File: config.mk
export PLATFORM = sky130hd
export DESIGN_NAME = ccr_unit
export DESIGN_NICKNAME = d
export VERILOG_FILES = /design/src/rtl/ccr_unit_pkg.sv /design/src/rtl/ccr_flag_calc.sv /design/src/rtl/ccr_unit.sv
export SDC_FILE = /design/constraint.sdc
export NUM_CORES = 1
export LEC_CHECK = 0
export ABC_AREA = 1
export CORE_MARGIN = 4
export CORE_UTILIZATION = 45
export DETAILED_ROUTE_END_ITERATION = 10
export PLACE_DENSITY = 0.76
export SLEW_MARGIN = 20
export SYNTH_ARGS = -nofsm -noshare
export SYNTH_HDL_FRONTEND = slang
export SYNTH_SLANG_ARGS = --single-unit
File: constraint.sdc
create_clock -name clk -period 8.25 [get_ports clk]
set_input_delay 2.475 -clock clk [delete_from_list [all_inputs] [get_ports clk]]
set_output_delay 2.475 -clock clk [all_outputs]
set_load 0.02 [all_outputs]
File: src/rtl/ccr_unit_pkg.sv
// Shared condition-code definitions: flag-op classes and CCR bit positions
// used by both the CCR producer and the branch-condition logic.
package ccr_unit_pkg;

  typedef enum logic [1:0] {
    FOP_ADD   = 2'd0,
    FOP_ADC   = 2'd1,
    FOP_SUB   = 2'd2,
    FOP_LOGIC = 2'd3
  } fop_e;

  localparam int CCR_N = 3;
  localparam int CCR_Z = 2;
  localparam int CCR_C = 1;
  localparam int CCR_V = 0;

endpackage

File: src/rtl/ccr_flag_calc.sv
// Combinational N/Z/C/V evaluation for one flag-setting op class.
module ccr_flag_calc
  import ccr_unit_pkg::*;
#(
  parameter int W = 16
) (
  input  fop_e         fop,
  input  logic [W-1:0] a,
  input  logic [W-1:0] b,
  input  logic         cin,
  output logic [3:0]   flags
);

  logic [W:0]   sum;
  logic [W-1:0] r;
  logic         c;
  logic         v;

  // NOTE: every output of this block gets a default first so no path can infer a latch.
  always_comb begin
    sum = '0;
    r   = '0;
    c   = 1'b0;
    v   = 1'b0;
    case (fop)
      FOP_ADD: begin
        sum = {1'b0, a} + {1'b0, b};
        r   = sum[W-1:0];
        c   = sum[W];
        v   = (a[W-1] == b[W-1]) && (r[W-1] != a[W-1]);
      end
      FOP_ADC: begin
        sum = {1'b0, a} + {1'b0, b} + {{W{1'b0}}, cin};
        r   = sum[W-1:0];
        c   = sum[W];
        v   = (a[W-1] == b[W-1]) && (r[W-1] != a[W-1]);
      end
      FOP_SUB: begin
        // Carry out of a + ~b + 1 is the inverted borrow: 1 means a >= b unsigned.
        sum = {1'b0, a} + {1'b0, ~b} + {{W{1'b0}}, 1'b1};
        r   = sum[W-1:0];
        c   = sum[W];
        v   = (a[W-1] != b[W-1]) && (r[W-1] != a[W-1]);
      end
      default: begin
        r = a;
      end
    endcase

    flags        = '0;
    flags[CCR_N] = r[W-1];
    flags[CCR_Z] = (r == '0);
    flags[CCR_C] = c;
    flags[CCR_V] = v;
  end

endmodule

File: src/rtl/ccr_unit.sv
// Condition-code register: one-stage flag pipeline, explicit writes and an
// interrupt shadow stack feeding the branch unit.
module ccr_unit
  import ccr_unit_pkg::*;
#(
  parameter int W     = 16,
  parameter int DEPTH = 4,
  parameter int DW    = $clog2(DEPTH + 1)
) (
  input  logic          clk,
  input  logic          rst,
  input  logic          upd_valid,
  input  logic [1:0]    upd_fop,
  input  logic [W-1:0]  upd_a,
  input  logic [W-1:0]  upd_b,
  input  logic          flush,
  input  logic          ccr_wr,
  input  logic [3:0]    ccr_wdata,
  input  logic          irq_enter,
  input  logic          irq_ret,
  output logic [3:0]    ccr,
  output logic          ccr_busy,
  output logic [DW-1:0] stk_depth,
  output logic          stk_err
);

  localparam int AW = (DEPTH > 1) ? $clog2(DEPTH) : 1;

  fop_e         stg_fop;
  logic [W-1:0] stg_a;
  logic [W-1:0] stg_b;
  logic         stg_valid;
  logic [3:0]   stg_flags;

  logic [3:0]   stack [DEPTH];
  logic [DW-1:0] depth;
  logic [3:0]   ccr_next;
  logic [3:0]   stk_top;
  logic         push_ok;
  logic         pop_ok;
  logic         stk_fault;
  logic         commit_op;

  ccr_flag_calc #(.W(W)) u_flag_calc (
    .fop   (stg_fop),
    .a     (stg_a),
    .b     (stg_b),
    .cin   (ccr[CCR_C]),
    .flags (stg_flags)
  );

  // Simultaneous enter and return cancel each other and are flagged as a fault.
  assign push_ok   = irq_enter && !irq_ret && (depth != DW'(DEPTH));
  assign pop_ok    = irq_ret && !irq_enter && (depth != '0);
  assign stk_fault = (irq_enter && irq_ret) ||
                     (irq_enter && (depth == DW'(DEPTH))) ||
                     (irq_ret && (depth == '0));
  assign commit_op = stg_valid && !flush;
  assign stk_top   = stack[AW'(depth - 1'b1)];

  always_comb begin
    ccr_next = ccr;
    if (pop_ok)         ccr_next = stk_top;
    else if (ccr_wr)    ccr_next = ccr_wdata;
    else if (commit_op) ccr_next = stg_flags;
  end

  // NOTE: sequential state is written only with non-blocking assignments so every register samples pre-edge values.
  always_ff @(posedge clk or posedge rst) begin
    if (rst) begin
      ccr       <= '0;
      stg_valid <= 1'b0;
      stg_fop   <= FOP_ADD;
      stg_a     <= '0;
      stg_b     <= '0;
      depth     <= '0;
      stk_err   <= 1'b0;
    end else begin
      ccr       <= ccr_next;
      stg_valid <= upd_valid && !flush;
      if (upd_valid && !flush) begin
        stg_fop <= fop_e'(upd_fop);
        stg_a   <= upd_a;
        stg_b   <= upd_b;
      end
      if (push_ok)     depth <= depth + 1'b1;
      else if (pop_ok) depth <= depth - 1'b1;
      if (stk_fault) stk_err <= 1'b1;
    end
  end

  // NOTE: stack storage has no reset; depth alone defines which entries are live.
  always_ff @(posedge clk) begin
    if (push_ok) stack[AW'(depth)] <= ccr_next;
  end

  assign ccr_busy  = stg_valid;
  assign stk_depth = depth;

endmodule

---- Word level (Yosys, flattened, before mapping) ----
Memories as Yosys holds them, arrays and structs flattened.
Index checks and enable logic that the tools add are counted.
storage, ports and cells
  register bits ........................... 43
  bits in latches ......................... 0
  bits in writable memories ............... 16
  bits in read-only memories .............. 0
  bits of input ports ..................... 45
  output and inout port bits .............. 9
  memories ................................ 1
memory list
  name   depth  bits a word  read ports  clocked after Yosys merged registers in  write ports  line            RTL
  stack  4      4            1           0                                        1            ccr_unit.sv:35  logic [3:0] stack [DEPTH];
cells by class
  add/sub/neg operators ................... 6
  multiply operators ...................... 0
  divide/modulo/power cells ............... 0
  magnitude comparators ................... 0
  equality and inequality tests ........... 9
  shift operators ......................... 0
  multiplexer cells ....................... 10
  bitwise logic cells ..................... 1
  reductions and logical operators ........ 22
operators by type and width
  kind                                                                    number
  16-bit one-hot mux with 3 select lines                                  1
  16-bit by 16-bit adder with 17-bit output                               2
  17-bit by 1-bit adder with 17-bit output                                1
  17-bit by 1-bit adder with 17-bit output (second input constant)        1
  16-bit logical NOT                                                      1
  16-bit inverter                                                         1
  1-bit logical AND                                                       12
  4-bit 2-to-1 mux                                                        3
  3-bit 2-to-1 mux                                                        2
  1-bit one-hot mux with 3 select lines                                   2
  1-bit inequality test                                                   4
  3-bit by 1-bit adder with 3-bit output (second input constant)          1
  3-bit equality test (second input constant)                             1
  1-bit logical NOT                                                       3
  3-bit logical NOT                                                       1
  3-bit inequality test (second input constant)                           1
  3-bit nonzero test                                                      1
  3-bit by 1-bit subtractor with 3-bit output (second input constant)     1
  2-bit by 1-bit equality test with 1-bit output (second input constant)  1
  2-bit equality test (second input constant)                             1
  2-bit logical NOT                                                       1
  1-bit logical OR                                                        2
  1-bit 2-to-1 mux                                                        2
  2-bit nonzero test                                                      1
  1-bit equality test                                                     1

---- Longest topological paths before layout ----
Gate-level depths: netlist (run 1).
  word-level depth ........................ 9
  gate-level depth with buffers ........... 27

---- Cells and area by module ----
Synthesis (run 1) repeated with hierarchy kept, for this count alone.
second synthesis, totals
  cell total of the unflattened synthesis .. 773
  area total of the unflattened synthesis .. 5335.1 um^2
modules (own cells, without submodules)
  module         times used  cells each  area each (um^2)  sequential area each (um^2)
  ccr_flag_calc  1           484         2765.2            0.0
  ccr_unit       1           289         2570.0            1556.5

---- Worst setup path before layout (run 1) ----
No wires, ideal clock.
  path type ............................... input port to flip-flop
  start point ............................. in irq_enter
  end point ............................... mem stack[0][0], data pin
  setup time .............................. 0.270 ns
  data arrival time ....................... 3.316 ns
  data required time ...................... 7.980 ns
  path slack .............................. 4.664 ns
  stages on the path ...................... 6
  cell sequence ........................... nor3_1 -> inv_1 -> o21ai_0 -> inv_1 -> nand2_1 -> nand2_1
on the way
  cells in the longest elaborated chain, start to end .. 4
ends and longest elaborated chain
  what                            line            RTL
  start, declared                 ccr_unit.sv:19  input logic irq_enter,
  1-bit logical NOT               ccr_unit.sv:54  assign pop_ok = irq_ret && !irq_enter && (depth != '0);
  1-bit logical AND (2 in a row)  ccr_unit.sv:54
  4-bit 2-to-1 mux                ccr_unit.sv:63  if (pop_ok) ccr_next = stk_top;
  via ccr_next[0]                 ccr_unit.sv:37  logic [3:0] ccr_next;
  end, declared                   ccr_unit.sv:35
The timed path passes the listed nets, and every way through them passes these cells.

---- Worst setup path after layout (run 1) ----
  start point ............................. in irq_ret
  end point ............................... mem stack[3][0], data pin
on the way
  cells in the longest elaborated chain, start to end .. 3
ends and longest elaborated chain
  what                            line            RTL
  start, declared                 ccr_unit.sv:20  input logic irq_ret,
  1-bit logical AND (2 in a row)  ccr_unit.sv:54
  4-bit 2-to-1 mux                ccr_unit.sv:63
  via ccr_next[0]                 ccr_unit.sv:37
The timed path passes the listed nets, and every way through them passes these cells.

==> impl.org, run 1 <==
** Yosys
- Synthesized netlist cell count :: 762
- Of the total synthesized cell area, the portion taken by full adders, half adders and majority gates is 0.103.
- Number of distinct standard cells referenced by the synthesized netlist :: 48
- The complex-gate fraction of the synthesized area was 0.117.
- Dominant combinational cell family by area after synthesis :: simple AND/OR/NAND/NOR gates
- Of the post-synthesis cell area, the dominant cell type holds 0.205.
- The cell area that synthesis handed to floorplanning was 5250 sq um.
- Simple-gate share of the synthesized area :: 0.357
- Number of warnings reported in the yosys synthesis log :: 0
- Sequential cell area fraction in the yosys report :: 0.297
- Number of synthesized register bits :: 59
- Post-synthesis mux area share :: 0
- Syn_area_per_cell :: 6.88 sq um
- Area contributors post-synth :: dfrtp_1 21%, nand2_1 16%, ha_1 9.5%
- Of the total synthesized cell area, the portion taken by XOR and XNOR cells is 0.0248.
- Of all cell types, the one taking the most synthesized area is dfrtp_1.
- The number of nets in the synthesized netlist is 849.

** Cells and area
- Of the cells placed in the final design, the portion with a size suffix greater than 1 is 0.0972.
- Nets@finish :: 895
- Share of the core filled with cells in the final layout :: 0.535
- Leading cell types in the layout, fill and taps excluded :: 230 x nand2_1, 93 x inv_1, 54 x nand3_1
- Layout Area Growth over Synthesis :: 16.4%
- Leaving out fill and tap cells, the most frequent cell in the layout is nand2_1.
- 0 antenna diodes ended up in the layout.

** Setup path
- Walking the worst path, the cells encountered are clkdlybuf4s50_1, inv_1, nor3_1, inv_1, o21ai_0, inv_1, nand2_1, nand2_1.
- In this design, the stage delay of the slowest critical-path cell is 570 ps.
- Crit Path Category :: in -> reg
- Count of buffering cells on the critical path with inverters included :: 4
- Element type at the critical path start :: input port
- STA classifies the critical path endpoint as a register.
- Req. time, crit path :: 8300 ps
- Cell with the largest stage delay on the worst path :: nor3_1
- FF-to-FF Start :: stg_b[0]
- Data on the critical path arrives at its endpoint at 4180 ps.
- The most numerous cell type found on the critical path is inv_1.
- Of all nets on the critical path, the largest fanout is 6.
- The kind of cell with the highest combined delay along the critical path is buffers and inverters.
- Critical path origin :: irq_ret

** Clocking
- In this run, CTS created clock tree buffers numbering 9.
- Hold buffer count at CTS :: 0
- Number of setup buffers added after CTS :: 0
- Total number of H-tree levels :: 3
- TritonCTS built the clock tree.
- Worst-path clk slew :: 50 ps
- Buffer levels on the longest clock path :: 2
- Clock tree synthesis found a total of 59 sinks.
- Clock latency of the later-clocked register in the worst-skew pair :: 320 ps
- The cell sitting at the root of the clock tree is a clkbuf_16.
- Post-CTS resize count :: 0

** Timing
- For the final database, setup skew stands at 7.86 ps.
- Setup total negative slack on the finished layout was measured at 0 ps.
- Actual transition at the worst max-transition pin :: 902 ps
- Final-layout worst hold slack :: 473 ps
- Setup violations remaining at the end of the flow were counted as 0.
- Final period demand of the worst path :: 4130 ps
- Final setup slack of the worst path :: 4120 ps
- The total count of max-transition violations in the final report came to 0.
- Measured against its own limit, the worst slew margin works out to 0.398.
- RSZ-0062 raised after global routing :: false
- Hold Violations, Final :: 0
- In the finished design, the share of the clock period the worst path needs comes to 0.500.
- Achievable clock frequency :: 242 MHz

** Global routing
- Gr usage total :: 0.203
- Total congestion overflow after global routing :: 0
- The first global-routing pass estimated 21700 um of wire.
- M3 GR Usage :: 0.0282
- Via count of the first global-routing pass :: 4671
- Antenna violations before repair :: 0
- Maximum number of pins on one net before global-route repair :: 56
- The global routing stage identified its most utilized layer as met2.
- For this run, global-route usage on met1 was measured as 0.293.
- For met2 alone, demand over resource in global routing was 0.320.

** Route
- Summed over all layers, the routed wires come to 13200 um.
- TritonRoute pass-1 iters :: 5
- In the routed layout, each cell is associated on average with a via count of 5.15.
- Residual DRC count :: 0
- After the first detailed-routing iteration, the DRC count stood at 286.
- Number of nets still failing antenna checks after routing :: 0
- In the final routed layout, each cell accounts on average for 13.8 um.
- Across all layers, the routed design uses 4920 vias.

** Floorplanning
- Vertical extent of the die :: 116 um
- Core box area :: 11400 sq um
- The floorplan step defined a die boundary enclosing 13400 sq um.
- Chip Width :: 116 um
- Number of primary I/O pins :: 54
- The initial utilization of the core area, before any placement, comes to 0.459.
- Row count :: 39

** Power
- PD cells :: 240 nW/um^2
- The analysis attributes to cell leakage a power of 2.99 nW.
- The worst-case IR drop observed on VDD is 222 uV.
- Overall power consumption :: 0.00147 W

** Status
- Status :: finished, final reports clean

** Place
- Timing analysis after detailed placement gives a worst setup slack of 3830 ps.
- Total half-perimeter wirelength after legalization and detailed placement :: 10500 um
- The congestion estimate from routability-driven global placement came to 0.923.
- Total of buffers placed on input and output ports :: 53

** Flow run
- Across the run, the number of max-cap violations was 0.

** Hold path
- In this run the most critical hold path is launched from stk_err.
- Hold crit path type :: reg -> reg
## area by class of cell
class                           instances  area, sq um
Fill cell                            1115         5310
Multi-Input combinational cell        574         3160
Sequential cell                        59         1560
Timing Repair Buffer                   54          538
Inverter                              110          418
Clock buffer                           12          236
Tap cell                              143          179
Clock inverter                          4         18.8
## report_power, final
group,switching [W],internal [W]
clock network,0.000119,0.000200
registers,0.0000460,0.000356
logic,0.000484,0.000262
total,0.000649,0.000818
## Yosys cell counts, drive strengths merged
cell    count
o22ai       4
nor4        2
buf        14
ha         40
nand4      13
xnor2       1
o21ai      56
a221oi      1
clkbuf      5
a31o        1
edfxtp     16
or4         1
nand3b      2
a21oi      31
nand3      62
nand2     252
o31ai       1
a21o        1
o221ai      2
xor2       13
a211oi      1
nor3       13
inv       108
fa          2
o21bai      3
nor2       65
o211ai      3
dfrtp      43
or2         1
clkinv      2
a32oi       1
a31oi       2
## registers in the layout, summed over array words and instances, names as in the netlist
register   flops
stg_b         16
ccr_busy       1
stg_fop        2
stack         16
ccr            4
stk_depth      3
stk_err        1
stg_a         16
## stage by stage
stage | area, sq um | std cells
after detailed placement | 5850 | 940
after global routing | 6100 | 956
after CTS | 6100 | 956
final | 6100 | 956
after global placement | 5850 | 940
after floorplan | 5250 | 762
## worst paths after layout
check,end,slack (ps),cells past startpoint
worst max-delay path,stack[3][0],4120,8
worst min-delay path,stk_err,470,1
worst max register to register,stack[1][1],4790,20
worst min register to register,stk_err,470,1
max in group asynchronous,stg_b[15],5000,2
min in group asynchronous,stg_a[3],2680,2
## worst register-to-register path: cells and delay by family, from the launching register on
kind | cells | cell delay, ps
adders and majority gates | 3 | 960
DFF | 1 | 380
and+or+nand+nor | 12 | 1340
AOI/OAI and AO/OA | 2 | 190
buffers and inverters | 3 | 270
## metal layers
metal	vias to the layer above	part of all wire
met3	13	0.043
met1	2259	0.50
met5	-	0
met2	104	0.45
met4	0	0.011
li1	2544	-
## logic make-up after synthesis
| family | after synthesis |
|---|---|
| DFF | 59 |
| xor gates and xnor gates | 14 |
| buffers and inverters | 129 |
| adders and majority gates | 42 |
| and+or+nand+nor | 411 |
| AOI/OAI and AO/OA | 107 |
No activity file was read; power rests on OpenSTA's default activity.
==> inputs of run 2 (changes only) <==
clock period = 4.1 ns   (was 8.25 ns; I/O delays follow)
==> run 2 against run 1 <==
Effect of this change:
- non-clock buffer count up 3
- critical path depth grew 15
- global-route usage increased by 0.88 points
- sequential share of layout area fell by 0.25 points
- critical endpoint is now stack[1][2]
==> impl.org, run 2 (synthesized netlist as in run 1, its figures left out) <==
** Timing
- The transition time at the pin with the least slew margin came to 898 ps (was 902 ps).
- Of the available clock period, the critical path in the final layout requires 0.822.
- Hold Violations, Final :: 0 (unchanged)
- Final setup slack of the worst path :: 728 ps (was 4120 ps)
- Worst relative slew slack :: 0.401 (was 0.398)
- Total Neg Setup Slack :: 0 ps (unchanged)
- The smallest clock period supported by the final layout is computed as 3370 ps.
- RSZ-0062 raised after global routing: false (unchanged).
- The worst setup skew after layout came to 7.28 ps (was 7.86 ps).
- For this run, the top clock speed supported by timing is 297 MHz.
- Number of slew-limit violations in the final report :: 0 (unchanged)
- Final Setup Violations :: 0 (unchanged)

** Floorplanning
- The floorplan row count came to 39 (unchanged).
- Starting density of the core :: 0.459 (unchanged)
- The number of placed I/O pins was 54 (unchanged).
- The floorplan core area came to 11400 sq um (unchanged).
- The die height is 116 um (unchanged).
- The total die area was 13400 sq um (unchanged).
- Chip Width :: 116 um (unchanged)

** Cells and area
- The share of the core filled with cells in the final layout was 0.540 (was 0.535).
- Layout cell share with drive strength beyond 1 :: 0.100 (was 0.0972)
- The number of fillers in the final layout is 1133 (was 1115).
- Nets@finish :: 898 (was 895)
- Antenna fix cells :: 0 (unchanged)
- Layout Area Growth over Synthesis :: 17.5% (was 16.4%)
- Largest registers in the final layout :: stack x16, stg_a x16, stg_b x16 (unchanged)
- Leading cell types in the layout, fill and taps excluded :: 230 x nand2_1, 93 x inv_1, 54 x nand3_1 (unchanged)
- Most frequent standard cell in the layout excluding fill and tap cells :: nand2_1 (unchanged)

** Clocking
- Worst-path clk slew :: 50 ps (about the same)
- The later-pin clock latency in the skew report came to 330 ps (was 320 ps).
- The count of instances resized after the clock tree is built is 0 (unchanged).
- The root buffer selected by CTS was clkbuf_16 (unchanged).
- Sink count of the clock tree :: 59 (unchanged)
- TritonCTS buffer count :: 9 (unchanged)
- The quantity of hold-fixing buffers added after cts came to 0 (unchanged).
- CTS tree :: yes (unchanged)
- The number of buffers added for setup after CTS was 0 (unchanged).
- The count of H-tree levels built during CTS is 3 (unchanged).
- The clock tree buffer depth was 2 (unchanged).

** Place
- Total half-perimeter wirelength after legalization and detailed placement :: 10900 um (was 10500 um)
- The routability congestion estimate from global placement was 0.942 (was 0.923).
- The count of input and output buffers was 53 (unchanged).
- Setup WS pre-CTS :: 789 ps (was 3830 ps)

** Setup path
- The reg-to-reg endpoint is stack[1][2] (was stack[1][1]).
- The element type at the critical path start was a register (was input port).
- Crit Path Category :: reg -> reg (was in -> reg)
- Worst endpoint data arrival time :: 3540 ps (was 4180 ps)
- The setup slack on the worst flop-to-flop path is 730 ps (was 4790 ps).
- Req. time, crit path :: 4270 ps (was 8300 ps)
- Max Fanout on Critical Path :: 5 (was 6)
- Path depth of the worst reg2reg path :: 23 (was 20)
- Worst Setup End Kind :: register (unchanged)
- FF-to-FF Start :: stg_b[0] (unchanged)

** Hold path
- Worst hold path stage count :: 1 (unchanged)
- Hold crit path type :: reg -> reg (unchanged)
- The worst min-delay path endpoint is stk_err (unchanged).
- The hold path startpoint is stk_err (unchanged).

** Route
- Final routed wire length divided by cell count :: 14.1 um (was 13.8 um)
- Total via count in the routed design :: 5086 (was 4920)
- Residual DRC count :: 0 (unchanged)
- TritonRoute pass-1 iters :: 6 (was 5)
- The number of nets with antenna violations after routing came to 0 (unchanged).
- The vias per cell is 5.30 (was 5.15).
- Number of DRC markers in iteration 0 :: 434 (was 286)
- The wire length after detailed routing was 13500 um (was 13200 um).

** Power
- Peak supply drop :: 458 uV (was 222 uV)
- PD cells :: 492 nW/um^2 (was 240 nW/um^2)
- Overall power consumption :: 0.00303 W (was 0.00147 W)
- The total leakage power came to 3.01 nW (was 2.99 nW).

** Global routing
- The global route total overflow was 0 (unchanged).
- The largest net degree at the start of global routing is 44 (was 56).
- The global-route wire length before repair was 22600 um (was 21700 um).
- Gr usage total :: 0.211 (was 0.203)
- Via count of the first global-routing pass :: 4920 (was 4671)
- Antenna violations before repair :: 0 (unchanged)

** Status
- Status: finished, final reports clean (unchanged).

** Flow run
- The max capacitance violation total was 0 (unchanged).
-- run 2: worst max path at each step --
stage                        start  slack (ps)           to
after floorplan           stg_b[0]        1210  stack[0][1]
after global placement    stg_b[0]         830  stack[3][1]
after detailed placement  stg_b[0]         790  stack[1][2]
after CTS                 stg_b[0]         750  stack[3][2]
after global routing      stg_b[0]         450  stack[3][2]
final                     stg_b[0]         730  stack[1][2]
-- run 2: worst max-delay path: stages (launching register included) --
cell and delay, ps:
dfrtp_1 390, ha_1 240, inv_1 80, fa_1 420
inv_1 110, ha_1 210, inv_1 60, nor2_2 130
nand3_2 100, nor2_1 140, nand2_2 110, nor2_4 160
nand3_2 130, nand2_1 80, nand2_1 50, nor2_1 80
nand2_1 80, a21oi_1 180, nand2_1 80, nand2_1 50
nand2_1 70, nand2_1 60, nand3_1 60, nand2_1 140
-- run 2: through the flow --
stage | instance area (sq um) | cells | hold WS [ps]
final | 6160 | 959 | 475
after global routing | 6160 | 959 | 499
after CTS | 6160 | 959 | 476
after detailed placement | 5880 | 943 | 460
after global placement | 5880 | 943 | 462
after floorplan | 5250 | 762 | 478
-- run 2: final cells by class --
class	count	area, sq um	share of cell area
Sequential cell	59	1560	0.252
Clock inverter	3	40.0	0.00649
Clock buffer	13	240	0.0390
Inverter	110	418	0.0678
Multi-Input combinational cell	574	3160	0.512
Tap cell	143	179	0.0290
Timing Repair Buffer	57	573	0.0930
-- run 2: report_power, final --
part	internal [W]	switching (W)	total, W
combinational	0.000532	0.000980	0.00151
clock	0.000468	0.000247	0.000715
sequential	0.000716	0.0000902	0.000807
-- run 2: metal layers --
layer  vias up  GRT usage  wire, um
met5         -          0         0
met4         0     0.0882       280
met3        23     0.0235       857
li1       2554          -         -
met2       176      0.326      6160
met1      2333      0.302      6250
==> inputs of run 3 (changes only) <==
PLACE_DENSITY = 0.78   (was 0.76)
clock period = 2.9 ns   (was 4.1 ns; I/O delays follow)
==> run 3 against run 2 <==
Effect of this change:
- the flow now finishes with violations (setup timing)
- sequential power is 39% higher
- critical path depth down 3
- worst hold slack got worse by 4.8 ps
- core utilization grew 7.8 points
- count of clock-buffer cells in the layout shrank 2
- cell count rose by 8.7%
- clock power up 41%
- highest routed layer unchanged
==> impl.org, run 3 (synthesized netlist as in run 1, its figures left out) <==
** Setup path
- The startpoint of the worst register-to-register path was stg_a[0] (was stg_b[0]).
- Worst endpoint data arrival time :: 3250 ps (was 3540 ps)
- Reg2Reg Setup Slack :: -170 ps (was 730 ps)
- Element type at the critical path start :: register (unchanged)
- Req. time, crit path :: 3080 ps (was 4270 ps)
- The length in cells of the worst reg-to-reg path came to 20 (was 23).
- The endpoint type of the worst setup path is a register (unchanged).
- Max Fanout on Critical Path :: 5 (unchanged)
- The classification of the worst setup path is reg -> reg (unchanged).
- The reg-to-reg endpoint was stack[1][2] (unchanged).

** Floorplanning
- The floorplan row count was 39 (unchanged).
- The die height was 116 um (unchanged).
- Number of primary I/O pins :: 54 (unchanged)
- The floorplan core area was 11400 sq um (unchanged).
- The total die area was 13400 sq um (unchanged).
- The starting density of the core was 0.459 (unchanged).
- Chip Width :: 116 um (unchanged)

** Global routing
- Global-route wire length before repair :: 25800 um (was 22600 um)
- The initial antenna violation count was 0 (unchanged).
- Total congestion overflow after global routing :: 0 (unchanged)
- Via count of the first global-routing pass :: 5388 (was 4920)
- The global-route usage over all layers came to 0.242 (was 0.211).
- The largest net degree at the start of global routing is 34 (was 44).

** Power
- The switching share of power is 0.428 (was 0.434).
- The total power density per cell area was 695 nW/um^2 (was 492 nW/um^2).
- Peak supply drop :: 802 uV (was 458 uV)
- The net switching power came to 0.00210 W (was 0.00132 W).
- The sequential power share came to 0.228 (was 0.266).
- The relative contribution of the clock network to total power was 0.205 (was 0.236).
- Leakage Power :: 3.43 nW (was 3.01 nW)
- Internal Dissipation :: 0.00280 W (was 0.00172 W)
- The combinational group share of total power was 0.567 (was 0.498).

** Flow run
- Max_cap viols :: 0 (unchanged)

** Hold path
- The worst hold path cell count is 1 (unchanged).
- Hold path startpoint :: stk_err (unchanged)
- The worst min-delay path endpoint was stk_err (unchanged).
- Hold crit path type :: reg -> reg (unchanged)

** Cells and area
- The synthesis-to-finish area growth was 34.5% (was 17.5%).
- Nets@finish :: 981 (was 898)
- Leading cell types in the layout, fill and taps excluded: 217 x nand2_1, 86 x inv_1, 86 x buf_4 (was 230 x nand2_1, 93 x inv_1, 54 x nand3_1).
- The number of fillers in the final layout is 994 (was 1133).
- Largest registers in the final layout: stack x16, stg_a x16, stg_b x16 (unchanged).
- The share of the core filled with cells in the final layout came to 0.618 (was 0.540).
- Antenna fix cells :: 0 (unchanged)
- The leading cell type in the layout, fill and taps excluded is nand2_1 (unchanged).
- Layout cell share with drive strength beyond 1 :: 0.247 (was 0.100)

** Route
- The wire length after detailed routing is 15700 um (was 13500 um).
- The number of detailed-routing iterations run before antenna repair was 5 (was 6).
- Residual DRC count :: 0 (unchanged)
- Number of nets still failing antenna checks after routing :: 0 (unchanged)
- Total via count in the routed design :: 5504 (was 5086)
- The vias per cell was 5.28 (was 5.30).
- Number of DRC markers in iteration 0 :: 323 (was 434)
- The detailed-route wire length per cell was 15.0 um (was 14.1 um).

** Timing
- The count of endpoints failing setup in the final report is 17 (was 0).
- RSZ-0062 raised after global routing: true (was false).
- The total negative slack for setup checks was -1230 ps (was 0 ps).
- Number of slew-limit violations in the final report :: 0 (unchanged)
- The number of failing hold endpoints at the final stage is 0 (unchanged).
- The transition time at the pin with the least slew margin is 491 ps (was 898 ps).
- The worst-case setup margin in the final layout came to -170 ps (was 728 ps).
- Post-route clock skew :: 6.09 ps (was 7.28 ps)
- The highest achievable clock rate came to 326 MHz (was 297 MHz).
- Final-layout worst hold slack :: 470 ps (was 475 ps)
- Worst relative slew slack :: 0.673 (was 0.401)
- The share of the clock period used by the worst path came to 1.06 (was 0.822).
- Final period demand of the worst path :: 3070 ps (was 3370 ps)

** Clocking
- The root buffer selected by CTS was clkbuf_16 (unchanged).
- The number of buffers created by CTS was 9 (unchanged).
- Buffer levels on the longest clock path :: 2 (unchanged)
- The clock slew at the register clock pins of the worst setup and hold paths is 50 ps (about the same).
- Clock latency of the later-clocked register in the worst-skew pair :: 320 ps (was 330 ps)
- The TritonCTS clock tree is yes (unchanged).
- Total number of H-tree levels :: 3 (unchanged)
- The clock net sink count was 59 (unchanged).

** Place
- The placement-stage worst setup slack was -197 ps (was 789 ps).
- Weighted congestion at the end of routability-driven global placement :: 0.919 (was 0.942)
- Total of buffers placed on input and output ports :: 53 (unchanged)
- Total half-perimeter wirelength after legalization and detailed placement :: 12300 um (was 10900 um)

** Status
- The checks that failed: setup timing.
- Status :: finished with violations (was finished, final reports clean)
## run 3: power by group through the flow
stage	Combinational, W	Clock [W]	Sequential (W)
after floorplan	0.00156	0	0.00115
after global routing	0.00306	0.00106	0.00113
after CTS	0.00263	0.00103	0.00111
final	0.00278	0.00101	0.00112
after global placement	0.00248	0	0.00111
after detailed placement	0.00252	0	0.00112
## run 3: cell type report
class / count / area (sq um) / area share
clock inverters: 5 / 53.8 / 0.00763
clock buffers: 11 / 233 / 0.0330
flip-flops and latches: 59 / 1560 / 0.221
multi-input cells: 574 / 3420 / 0.485
well taps: 143 / 179 / 0.0254
inverters: 110 / 418 / 0.0592
repair buffers: 140 / 1200 / 0.170
## run 3: layer usage
metal	part of all wire	vias up	track usage
li1	-	2723	-
met1	0.44	2533	0.334
met2	0.48	218	0.396
met3	0.071	30	0.0423
met4	0.016	0	0.0619
met5	0	-	0
## run 3: worst max path at each step
| stage | cells past startpoint | slack, ps | start | to |
|---|---|---|---|---|
| 3_3_place_gp | 19 | -110 | stg_a[0] | stack[1][2] |
| 6_report | 20 | -170 | stg_a[0] | stack[1][2] |
| 4_1_cts | 23 | -60 | stg_b[0] | stack[1][2] |
| 2_1_floorplan | 20 | 10 | stg_b[0] | stack[0][1] |
| 5_1_grt | 25 | -370 | stg_a[0] | stack[1][2] |
| 3_5_place_dp | 20 | -200 | stg_a[0] | stack[2][1] |
## run 3: stage by stage
| stage | area, sq um | cells | total power [W] |
|---|---|---|---|
| 2_1_floorplan | 5250 | 762 | 0.00271 |
| 3_3_place_gp | 6450 | 1018 | 0.00359 |
| 3_5_place_dp | 6450 | 1018 | 0.00364 |
| 4_1_cts | 6890 | 1037 | 0.00477 |
| 5_1_grt | 7060 | 1042 | 0.00524 |
| 6_report | 7060 | 1042 | 0.00490 |
## run 3: timing repair
action / CTS / global route
hold buffers: 0 / 0
setup endpoints to repair: 20 / 20
pin swaps: 15 / 18
cloned: 0 / 0
resized for setup: 36 / 32
buffers inserted: 3 / 5
## run 3: worst max-delay path: stages, from the launching register on
cell	delay, ps
dfrtp_1	370
ha_2	200
inv_2	50
fa_2	420
inv_2	100
ha_4	130
inv_2	40
nor2_4	90
nand3_2	90
nor2_2	110
nand2_2	90
buf_4	140
buf_4	120
xor2_1	140
nor3_2	200
o21ai_0	130
nor2_1	150
nand2_1	100
nand2_1	90
nand3_2	70
nand2_2	100
